<file path="src/rtl/uart_rx.sv">
// 8N1 UART receiver: 2-flop synchronizer, mid-bit sampling from a bit-period counter,
// and a single-entry valid/ready output register with framing-error and overrun pulses.
module uart_rx #(
  parameter int CLK_FREQ  = 50_000_000,
  parameter int BAUD_RATE = 115_200
) (
  input  logic       clk,
  input  logic       rst_n,
  input  logic       rx_serial,
  input  logic       rx_ready,
  output logic [7:0] rx_data,
  output logic       rx_valid,
  output logic       rx_busy,
  output logic       frame_err,
  output logic       overrun
);

  localparam int CLKS_PER_BIT = CLK_FREQ / BAUD_RATE;
  localparam int HALF         = CLKS_PER_BIT / 2;
  localparam int CW           = $clog2(CLKS_PER_BIT);

  if (CLKS_PER_BIT < 4) begin : g_cfg_check
    $error("uart_rx: CLK_FREQ/BAUD_RATE must be at least 4");
  end

  typedef enum logic [1:0] {IDLE, START, DATA, STOP} state_t;

  state_t          state, state_d;
  logic [CW-1:0]   cnt, cnt_d;
  logic [2:0]      bit_idx, bit_idx_d;
  logic [7:0]      shreg, shreg_d;
  logic            done_ok, done_ok_d;
  logic            done_err, done_err_d;
  logic            sync1, s, s_prev;
  logic            start_edge;

  // NOTE: every flop is assigned with <= so all registers update together on the edge;
  // a blocking = here would let later statements see this cycle's new values.
  always_ff @(posedge clk or negedge rst_n) begin
    if (!rst_n) begin
      sync1  <= 1'b1;
      s      <= 1'b1;
      s_prev <= 1'b1;
    end else begin
      sync1  <= rx_serial;
      s      <= sync1;
      s_prev <= s;
    end
  end

  assign start_edge = s_prev & ~s;

  always_ff @(posedge clk or negedge rst_n) begin
    if (!rst_n) begin
      state    <= IDLE;
      cnt      <= '0;
      bit_idx  <= '0;
      shreg    <= '0;
      done_ok  <= 1'b0;
      done_err <= 1'b0;
    end else begin
      state    <= state_d;
      cnt      <= cnt_d;
      bit_idx  <= bit_idx_d;
      shreg    <= shreg_d;
      done_ok  <= done_ok_d;
      done_err <= done_err_d;
    end
  end

  // NOTE: each output of this block gets a default before the case, so no path leaves
  // a signal unassigned and no latch is inferred.
  always_comb begin
    state_d    = state;
    cnt_d      = cnt;
    bit_idx_d  = bit_idx;
    shreg_d    = shreg;
    done_ok_d  = 1'b0;
    done_err_d = 1'b0;
    unique case (state)
      IDLE: begin
        cnt_d = '0;
        if (start_edge) state_d = START;
      end
      START: begin
        if (cnt == CW'(HALF - 1)) begin
          cnt_d = '0;
          if (!s) begin
            state_d   = DATA;
            bit_idx_d = '0;
          end else begin
            state_d = IDLE;
          end
        end else begin
          cnt_d = cnt + 1'b1;
        end
      end
      DATA: begin
        if (cnt == CW'(CLKS_PER_BIT - 1)) begin
          cnt_d     = '0;
          shreg_d   = {s, shreg[7:1]};
          bit_idx_d = bit_idx + 3'd1;
          if (bit_idx == 3'd7) state_d = STOP;
        end else begin
          cnt_d = cnt + 1'b1;
        end
      end
      STOP: begin
        if (cnt == CW'(CLKS_PER_BIT - 1)) begin
          cnt_d      = '0;
          state_d    = IDLE;
          done_ok_d  = s;
          done_err_d = ~s;
        end else begin
          cnt_d = cnt + 1'b1;
        end
      end
      default: state_d = IDLE;
    endcase
  end

  assign rx_busy = (state != IDLE);

  // Completion is applied one cycle after the stop sample; the consumer's accept in that
  // same cycle frees the slot for the new byte.
  always_ff @(posedge clk or negedge rst_n) begin
    if (!rst_n) begin
      rx_data   <= '0;
      rx_valid  <= 1'b0;
      frame_err <= 1'b0;
      overrun   <= 1'b0;
    end else begin
      frame_err <= done_err;
      overrun   <= 1'b0;
      if (done_ok) begin
        if (!rx_valid || rx_ready) begin
          rx_data  <= shreg;
          rx_valid <= 1'b1;
        end else begin
          overrun <= 1'b1;
        end
      end else if (rx_valid && rx_ready) begin
        rx_valid <= 1'b0;
      end
    end
  end

endmodule

</file>
<file path="config.mk">
export PLATFORM = sky130hd
export DESIGN_NAME = uart_rx
export DESIGN_NICKNAME = d
export VERILOG_FILES = /design/src/rtl/uart_rx.sv
export SDC_FILE = /design/constraint.sdc
export NUM_CORES = 1
export LEC_CHECK = 0
export ABC_AREA = 1
export BUFFER_PORTS_ARGS = -buffer_cell sky130_fd_sc_hd__buf_2
export CAP_MARGIN = 20
export CORE_UTILIZATION = 30
export CTS_CLUSTER_SIZE = 24
export DETAILED_ROUTE_END_ITERATION = 10
export PLACE_DENSITY = 0.57
export SYNTH_ARGS = -nofsm -noshare
export SYNTH_HDL_FRONTEND = slang
export SYNTH_SLANG_ARGS = --single-unit
</file>
<file path="constraint.sdc">
create_clock -name clk -period 2.1 [get_ports clk]
set_clock_uncertainty 0.05 [all_clocks]
set_input_delay 0.42 -clock clk [delete_from_list [all_inputs] [get_ports clk]]
set_output_delay 0.42 -clock clk [all_outputs]
set_load 0.02 [all_outputs]
</file>
==> results.txt <==
For this run the aggregate overflow at the end of global routing stands at 0. TritonCTS built the clock tree. Summing all multi-input logic gate instances after layout gives 671 sq um. The area of the mapped netlist is 1740 sq um.

Relative to the synthesized area, the layout overhead comes to 17.0%. The number of pins exceeding their max-slew limit in the final report came out at 0. The hold-fix buffer count after cts came out at 0. The number of nets with antenna violations after detailed routing came out at 0. The chip width came out at 78.2 um. The first-pass GRT wire length came out at 5130 um. The final standard cell count with taps included and fillers excluded is 277. The wire length reported by the detailed router came out at 2760 um. The clock network accounts for 36.6% of the total power. The maximum net fanout on the critical path came out at 7.

The I/O pin total came out at 16. The DRC violation total after the first TritonRoute iteration came out at 65. The floorplan row count came out at 27.

The height of the chip is 78.2 um. The part of the Yosys area used for sequential elements is 54.9%. After detailed routing, the number of vias per cell comes to 4.23. The total of buffers placed on input and output ports came out at 15.

The net total in the final layout is 213. The flow ran to the end, and the final reports show no timing, DRC or antenna violations. Routability-driven placement finished with a final weighted congestion of 0.761. The most instantiated library cell after synthesis is sky130_fd_sc_hd__nand2_1. The tool flagged a number of max-cap violations equal to 0. Measured against its own limit, the worst slew margin works out to 68.9%.

Ranked by instance count, the synthesized netlist is headed by sky130_fd_sc_hd__nand2_1 (47), sky130_fd_sc_hd__dfrtp_1 (35), sky130_fd_sc_hd__inv_1 (21). Yosys attributes the largest share of cell area to sky130_fd_sc_hd__dfrtp_1 (50%), sky130_fd_sc_hd__nand2_1 (10%), sky130_fd_sc_hd__dfstp_2 (4.5%). The die covers 6110 sq um. At the worst endpoint, the arrival time is 1140 ps.

The CTS buffer count is 5. For this design the static power due to leakage is 1.00 nW. The worst register-to-register path begins at cnt[1]. The number of antenna violations at the first check in global routing is 0. The H-tree depth reported by CTS is 2. The areal power density over the cells came out at 997 nW/um^2. The prevailing post-synth register cell is sky130_fd_sc_hd__dfrtp_1. The switching share of power came out at 30.4%.

The routed wirelength normalized by instance count came out at 9.96 um. The classification of the worst setup path is flop to output pin. The pin slew with the least headroom to its limit is 467 ps. The post-synthesis instance total is 183. The number of warnings printed during yosys synthesis came out at 0. The average cell area after synthesis is 9.51 sq um. The number of filler instances in the final layout is 573. The worst setup path is launched from a flop. The synthesized net count came out at 192. The placed cell count is 269.

After clock tree synthesis, the setup repair step added 0 buffers. The overall global routing resource usage came out at 11.0%. The effective utilization at floorplan came out at 31.4%. Summed over all instances, the cell type with the most area after synthesis is sky130_fd_sc_hd__dfrtp_1. The clock period could shrink to 1610 ps. The async set-reset flop share out of synthesis is 100%. For the worst setup path, the data required time is 1630 ps. The repair_antennas step left the layout with diodes totalling 0. Counting along the longest clock path gives a buffer depth of 2. Entering global routing, the biggest net connects 39 pins. The synthesized flop and latch total is 38.

The placed wire-length estimate came out at 2000 um. The hold violation total from the final report came out at 0. The worst setup path is captured at an output pin. Across the VDD grid, the largest voltage drop is 268 uV. The accumulated negative setup slack came out at 0 ps. The fraction of layout instances using a drive strength above 1 is 27.8%.

The number of distinct library cells after synthesis came out at 28. The number of cells upsized or downsized after cts came out at 0. The floorplan step defined a core boundary enclosing 5540 sq um. The tightest min-delay check is of the input port to asynchronous set/reset pin type. Cell internal power was estimated by the tool at 1.41 mW. Setup repair after global routing left no endpoint under its margin. The via count of the first global-routing pass is 1113. The pre-antenna-repair detailed-routing pass consisted of 4 iterations.

The total area of sequential cells is 955 sq um. The number of setup violations in the final report came out at 0. The top cell type's share of synthesized area came out at 50.3%. The portion of total power attributed to sequential cells is 41.5%. The clock root buffer master is sky130_fd_sc_hd__clkbuf_8. For this design, the sink count on the clock tree is 38.

The final worst-path cycle share came out at 76.5%. Counting flops with a built-in enable in the synthesized netlist gives 0. At the later pin of the worst-skew pair, clock insertion delay measures 300 ps. The fraction of power consumed by combinational cells came out at 21.9%.

The net load switching power is 0.618 mW. The achievable clock frequency came out at 0.623 GHz. The clock transition time at the flip-flop clock pins of the worst setup and hold paths came out at 80 ps.

The DRC violation count after routing came out at 0. The number of vias in the routed layout came out at 1172.
[cells in the final DEF, fill, tap and decap left out, types with 2 or more instances in the layout]
| cell type | netlist | layout |
|---|---|---|
| sky130_fd_sc_hd__a21oi_1 | 8 | 8 |
| sky130_fd_sc_hd__buf_2 | 0 | 15 |
| sky130_fd_sc_hd__bufinv_16 | 0 | 2 |
| sky130_fd_sc_hd__clkbuf_8 | 0 | 5 |
| sky130_fd_sc_hd__dfrtp_1 | 35 | 35 |
| sky130_fd_sc_hd__dfstp_2 | 3 | 3 |
| sky130_fd_sc_hd__ha_1 | 5 | 5 |
| sky130_fd_sc_hd__inv_1 | 21 | 21 |
| sky130_fd_sc_hd__inv_2 | 4 | 4 |
| sky130_fd_sc_hd__nand2_1 | 47 | 47 |
| sky130_fd_sc_hd__nand2_2 | 7 | 7 |
| sky130_fd_sc_hd__nand2_4 | 2 | 2 |
| sky130_fd_sc_hd__nand3_1 | 4 | 4 |
| sky130_fd_sc_hd__nor2_1 | 9 | 9 |
| sky130_fd_sc_hd__nor2_4 | 3 | 3 |
| sky130_fd_sc_hd__nor3_1 | 4 | 4 |
| sky130_fd_sc_hd__o21ai_0 | 7 | 7 |
| sky130_fd_sc_hd__o21ai_1 | 2 | 2 |
| sky130_fd_sc_hd__o21ai_2 | 9 | 9 |
| sky130_fd_sc_hd__xnor2_1 | 2 | 2 |
[area by class of cell]
cell class                      instances  area share (%)
Clock inverter                          3            3.38
Tap cell                               72            4.43
Inverter                               26            4.92
Sequential cell                        38            46.9
Multi-Input combinational cell        117            32.9
Clock buffer                            5            3.38
Timing Repair Buffer                   16            4.06
[path summary, 6_finish.rpt]
kind	end	depth (start not counted)	slack, ps
setup / recovery	rx_busy	3	490
hold / removal	cnt[4]	2	100
setup reg to reg	bit_idx[0]	7	580
hold reg to reg	s	0	310
max in group asynchronous	s_prev	2	1530
min in group clk	sync1	1	180
[per-layer routing]
layer / global-route usage, % / up-vias / share of wire [%]
met2: 16.4 / 19 / 43
li1: - / 613 / -
met3: 2.44 / 8 / 3.3
met4: 7.78 / 0 / 3.3
met1: 14.0 / 532 / 51
met5: 0 / - / 0
[stage by stage]
step	hold slack [ps]	setup slack [ps]	area [sq um]	utilization [%]	power, mW
after global routing	157	343	2040	36.7	2.18
after global placement	282	574	1900	34.3	1.31
after CTS	116	459	2040	36.7	2.06
final	103	494	2040	36.7	2.03
after detailed placement	298	578	1900	34.3	1.31
after floorplan	74.4	723	1740	-	1.20
[worst max-delay path: stages (launching register included)]
cell,delay [ps]
sky130_fd_sc_hd__dfrtp_1,460
sky130_fd_sc_hd__nor2_1,190
sky130_fd_sc_hd__inv_1,50
sky130_fd_sc_hd__buf_2,150
[power by group through the flow]
stage / Clock (mW) / Sequential (mW) / Combinational (mW)
floorplan: 0 / 0.846 / 0.359
global placement: 0 / 0.856 / 0.452
detailed placement: 0 / 0.857 / 0.453
CTS: 0.768 / 0.843 / 0.455
global route: 0.803 / 0.855 / 0.518
finish: 0.743 / 0.842 / 0.444
[sequential cells by signal, indices dropped and copies added, names as in the netlist, 3 cells and up, named ones only]
name and cells:
rx_data 8, cnt 9, bit_idx 3, shreg 8
[logic make-up after synthesis]
group                    synth area share (%)
XOR/XNOR                                 1.51
buffers and inverters                    6.61
AO/OA/AOI/OAI                            9.85
flip-flops                               54.9
AND/OR/NAND/NOR                          22.9
adder cells (fa/ha/maj)                  3.59
multiplexers                            0.647
(Power assumes the default switching activity.)
